[src/rtl/perm_sr_bank.sv]
// perm_sr_bank: keyed-lock bank of set/reset permission bits with conflict resolution;
// optional per-bit lease expiry when PERM_LEASE_EN is defined.
module perm_sr_bank #(
  parameter int WIDTH = 8,
  parameter int CONFLICT_MODE = 0,
  parameter logic [WIDTH-1:0] RESET_VAL = '0,
  parameter int KEY_W = 16,
  parameter logic [KEY_W-1:0] UNLOCK_KEY = 'hA5C3,
  parameter int MAX_FAILS = 3,
  parameter int LEASE_CYCLES = 255
) (
  input  logic clk,
  input  logic rst_n,
  input  logic [WIDTH-1:0] set,
  input  logic [WIDTH-1:0] reset,
  input  logic lock,
  input  logic unlock,
  input  logic [KEY_W-1:0] key,
  output logic [WIDTH-1:0] out,
  output logic [WIDTH-1:0] changed,
  output logic conflict,
  output logic locked,
  output logic frozen,
  output logic [$clog2(MAX_FAILS+1)-1:0] fail_count,
  output logic [WIDTH-1:0] expired
);
  localparam logic [1:0] UNLOCKED = 2'd0;
  localparam logic [1:0] LOCKED = 2'd1;
  localparam logic [1:0] FROZEN = 2'd2;
  localparam int FW = $clog2(MAX_FAILS+1);
  localparam logic [FW-1:0] FMAX = FW'(MAX_FAILS);
  logic [1:0] state, state_nxt;
  logic [FW-1:0] fc_nxt;
  logic acc;
  logic [WIDTH-1:0] cm, res, nxt;
  assign acc = state == UNLOCKED;
  assign locked = state == LOCKED;
  assign frozen = state == FROZEN;
  assign cm = CONFLICT_MODE == 1 ? '1 : CONFLICT_MODE == 2 ? '0 : CONFLICT_MODE == 3 ? ~out : out;
  assign res = acc ? (set & reset & cm) | (set & ~reset) | (~(set | reset) & out) : out;
  // lock wins over unlock in the same cycle, in either unlocked or locked state
  always_comb begin
    state_nxt = state;
    fc_nxt = fail_count;
    if (state == UNLOCKED && lock) state_nxt = LOCKED;
    else if (state == LOCKED && unlock && !lock) begin
      if (key == UNLOCK_KEY) begin
        state_nxt = UNLOCKED;
        fc_nxt = '0;
      end else begin
        fc_nxt = fail_count + 1'b1;
        state_nxt = fc_nxt == FMAX ? FROZEN : LOCKED;
      end
    end
  end
`ifdef PERM_LEASE_EN
  localparam int CW = $clog2(LEASE_CYCLES+1);
  logic [CW-1:0] cnt [WIDTH];
  logic [WIDTH-1:0] load, exp_c;
  assign load = {WIDTH{acc}} & set & res;
  // a zero counter on a set bit means no lease is running (e.g. a RESET_VAL bit)
  always_comb begin
    exp_c = '0;
    for (int i = 0; i < WIDTH; i++) exp_c[i] = out[i] && cnt[i] == CW'(1) && !load[i];
  end
  assign nxt = res & ~exp_c;
  always_ff @(posedge clk or negedge rst_n)
    if (!rst_n) begin
      expired <= '0;
      for (int i = 0; i < WIDTH; i++) cnt[i] <= '0;
    end else begin
      expired <= exp_c;
      for (int i = 0; i < WIDTH; i++)
        cnt[i] <= load[i] ? CW'(LEASE_CYCLES) : (nxt[i] && cnt[i] != '0) ? cnt[i] - 1'b1 : '0;
    end
`else
  assign nxt = res;
  assign expired = '0;
`endif
  always_ff @(posedge clk or negedge rst_n)
    if (!rst_n) begin
      out <= RESET_VAL;
      changed <= '0;
      conflict <= 1'b0;
      state <= UNLOCKED;
      fail_count <= '0;
    end else begin
      out <= nxt;
      changed <= nxt ^ out;
      conflict <= acc && |(set & reset);
      state <= state_nxt;
      fail_count <= fc_nxt;
    end
endmodule

[config.mk]
export PLATFORM = sky130hd
export DESIGN_NAME = perm_sr_bank
export DESIGN_NICKNAME = d
export VERILOG_FILES = /design/src/rtl/perm_sr_bank.sv
export SDC_FILE = /design/constraint.sdc
export NUM_CORES = 1
export LEC_CHECK = 0
export ABC_AREA = 0
export CORE_AREA = 2 2 65 67
export DETAILED_ROUTE_END_ITERATION = 10
export DIE_AREA = 0 0 67 69
export GPL_TIMING_DRIVEN = 0
export PLACE_DENSITY = 0.71
export SLEW_MARGIN = 30
export SYNTH_ARGS = -nofsm -noshare
export SYNTH_HDL_FRONTEND = slang
export SYNTH_SLANG_ARGS = --single-unit
[constraint.sdc]
create_clock -name clk -period 1.4 [get_ports clk]
set_input_delay 0.28 -clock clk [delete_from_list [all_inputs] [get_ports clk]]
set_output_delay 0.28 -clock clk [all_outputs]
set_load 0.02 [all_outputs]
# == Word-level counts from Yosys, hierarchy flattened ==
# Cells that the tools add are included.
# word_totals
out_inout_bits,29
input_bits,36
reg_bits,21
# classes
n_reduce_logical,9
n_mux,6
n_eq_ne,4
add_sub_neg,1
n_bitwise,11
# ops
operator,count
$and 8x8->8,4
$or 8x8->8,3
$eq 16x16->1 const B,1
$not 8->8,2
$mux 2,5
$mux 8,1
$reduce_or 8->1,1
$xor 8x8->8,1
$eq 2x2->1 const B,2
$logic_and 1x1->1,4
$add 2x1->2 const B,1
$eq 2x1->1 const B,1
$logic_not 2->1,1
$reduce_and 2->1,1
$reduce_bool 2->1,1
$logic_not 1->1,1
$not 1->1,1

# == Longest topological paths before layout ==
# depth
word_depth,6
ltp_mapped,5

# == Worst setup path after synthesis ==
# OpenSTA, ideal clock, no wires.
# synth_timing
path_type,register to register
startpoint,reg state[0]
endpoint,reg out[6]
stages_incl_launch_ff,6
t_arrival_ns,1.145
setup_ns,0.129
setup_slack_ns,0.126
t_required_ns,1.271
synth_period_minus_slack_ns,1.274
path_cell_list,dfrtp_1 or2_2 buf_2 buf_6 o21ai_0 o21ai_0
# synth_between
elab_chain_len,2
# synth_rtl
item,line,rtl
from (decl),32,"logic [1:0] state, state_nxt;"
from (signal assigned),91,state <= state_nxt;
$logic_not 2->1,36,assign acc = state == UNLOCKED;
$mux 8,40,assign res = acc ? (set & reset & cm) | (set & ~reset) | (~(set | reset) & out) : out;
net nxt[6],35,"logic [WIDTH-1:0] cm, res, nxt;"
to (signal assigned),88,out <= nxt;
to (decl),19,"output logic [WIDTH-1:0] out,"
# The timed path passes the listed nets, and every way through them passes these cells.
# A chain may end at the register's enable or synchronous reset.

# == Worst setup path in the final report ==
# Ends and elaborated chain as after synthesis.

==> results.md <==
* Sequential standard cell area at 527 µm²
* Top cells by count, synth: dfrtp_1 (21), o21ai_0 (17), a21oi_1 (16)
* Synthesis-to-layout area growth at 57.6%
* Synth Warn # at 0
* Synthesized flop and latch total at 21
* CP startpoint: state[0]
* Critical setup path kind: reg2reg
* Critical path buffers and inverters at 1
* Yosys top cell area share at 46.4%
* Die area at about 4600 µm²
* Vias in the first global route at 999
* Net switching power at between 0.2 and 0.3 mW
* Cell with the most instances after synthesis: dfrtp_1
* Power share of the clock group at 32.8%
* Dpl hpwl at 2.06 mm
* 1st-iter DRT viols at 68
* Initial Util at 28.9%
* Vias per cell at 4.76
* CTS tree: yes
* Fill cells at 401
* Largest stage delay, worst path at 440 ps
* Synth top area cells: dfrtp_1 (46%), o21ai_0 (7.5%), a21oi_1 (7.1%)
* Cell internal pwr at about 0.93 mW
* Clock Tree Buf Depth at 2
* PortBufs at 56
* Worst-path maximum fanout at 10
* Sequential Power Share at between 50% and 60%
* Sw Share at 22.1%
* Worst Hold Slack at -40.3 ps
* Clock transition at path regs at 80 ps
* Hold-fix buffers, CTS at 0
* Maximum number of pins on one net before global-route repair at 22
* Failing checks: negative hold slack
* Crit Reg-Reg Startpoint: state[0]
* Cell variety after synth at 27
* Drt total wl at approximately 2.6 mm
* Drt pass-1 iters at 4
* Crit-path slowest cell: dfrtp_2
* Area taken by multi-input logic gates at between 500 and 600 µm²
* Tightest Hold Check Type: in2async
* Clock Latency Late Sink at 260 ps
* Initial antenna violation count at 0
* Mapped Avg Cell Area at 10.4 µm²
* Share of cells above drive strength 1 at 17.1%
* Min setup slack post-route at 67.1 ps
* DRT antenna net count at 0
* Rows at 23
* Combinational cell fraction of total power at 16.4%
* Pwr Density at approximately 670 nW/µm²
* Routed vias at 1,072
* Clock Skew at approximately 6.8 ps
* Final hold vios at 21
* Pre-CTS setup slack at -344 ps
* GP Congestion at 0.660
* Leakage power at 0.830 nW
* RSZ-0062 raised after global routing: yes
* Cell family with most CP delay: flip-flops
* Count of pins over their slew limit at 0
* GRT overflow at 0
* Critical Path AT at 1470 ps
* Routed len/inst at 11.5 µm
* DIE WIDTH at 67 µm
* Root buf cell: clkbuf_8
* Yosys top cell by area: dfrtp_1
* Ys async rst share at between 90% and 100%
* Worst r2r dst: out[6]
* Power Total at 1.19 mW
* Gate count of the mapped netlist at 109
* Crit. End Element: flop
* Number of flops mapped to enable cells by yosys at 0
* Worst VDD drop at ~0.29 mV
* Chip Height at 69 µm
* Util after Layout at 45.6%
* IO Pins at 65
* Status: finished, violations left
* FF-to-FF path depth at 4
* Sequential area share after synthesis at 46.4%
* Core Region at a little under 4000 µm²
* Critical path depth at 4
* Num CTS Buffers at 3
* Peak Freq at 750 MHz
* Final setup fails at 0
* Fin crit period at between 1000 and 1500 ps
* Postcts setup bufs at 0
* CP Cell Sequence: or2_2, buf_6, o21ai_0, o21ai_0
* H-tree levels at 1
* Post-route DRC violation count at 0
* Worst Path Required at 1530 ps
* Most common cell on crit path: o21ai_0
* Final nets at 213
* Startpoint types: flop
* Total track usage at 11.7%
* Synth Flop Type: dfrtp_1
* Register-to-register setup slack at 70 ps
* CTS sink count at 21
* MaxCap Viol Count at 0
* First-pass GRT wire length at 4.31 mm
* Synthesized cell area at 1130 µm²
* Fin crit share at 95.2%
* Ant diodes at 0
layer usage:
metal  global-route usage [%]  vias to the layer above  share of wire (%)
met1                     14.2                      486                 40
met2                     18.5                       57                 46
met3                     4.24                        6                 12
li1                         -                      523                  -
met4                     4.99                        0                1.8
met5                        0                        -                  0
power groups by stage:
stage	sequential, mW	clock [mW]	combinational (mW)
3_5_place_dp	0.618	0	0.202
5_1_grt	0.606	0.426	0.213
6_report	0.606	0.392	0.196
4_1_cts	0.606	0.400	0.199
3_3_place_gp	0.618	0	0.201
2_1_floorplan	0.618	0	0.0692
state kept, by name, indices dropped and copies added (netlist names):
name        cells
conflict        1
out             8
fail_count      2
changed         8
state           2
cells in the final DEF (no fill, tap or decap), types with 4 or more instances in the layout:
cell type	instances
a22oi_1	4
inv_1	4
clkdlybuf4s50_1	30
buf_4	8
or3b_2	8
nand3b_1	8
o21ai_0	17
dlygate4sd2_1	21
conb_1	8
dfrtp_1	20
a21oi_1	16
worst max-delay path by stage:
| stage | end |
|---|---|
| floorplan | out[6] |
| global placement | state[0] |
| detailed placement | state[0] |
| CTS | locked |
| global route | frozen |
| finish | out[6] |
cells by family (layout without fill, tap and decap cells):
family                   after synthesis  in the layout  synth area share [%]
other                                  1              8                 0.331
AND/OR/NAND/NOR                       30             30                  23.5
adder cells (fa/ha/maj)                1              1                  1.10
buffers and inverters                 14             73                  8.07
flip-flops                            21             21                  46.4
AO/OA/AOI/OAI                         42             42                  20.6
area by class of cell:
class | count | share of cell area, %
clock buffer | 4 | 2.52
buffer | 9 | 4.00
multi-input combinational | 81 | 30.5
timing repair buffer | 56 | 29.1
inverter | 4 | 0.842
sequential | 21 | 29.5
tap | 50 | 3.51
stage by stage:
| step | hold slack, ps | instance area, µm² | TNS (ps) | cells |
|---|---|---|---|---|
| 2_1_floorplan | -15.6 | 1160 | 0 | 116 |
| 6_report | -40.3 | 1780 | 0 | 225 |
| 5_1_grt | 5.43 | 1780 | -27.7 | 225 |
| 4_1_cts | 509 | 1790 | 0 | 225 |
| 3_3_place_gp | 508 | 1780 | -3740 | 222 |
| 3_5_place_dp | 509 | 1780 | -3480 | 222 |
repair_timing:
item,in CTS,in global routing
endpoints found under the setup margin,26,10
pin swaps,3,1
resized for setup,32,3
Power figures use the tool's default switching activity.
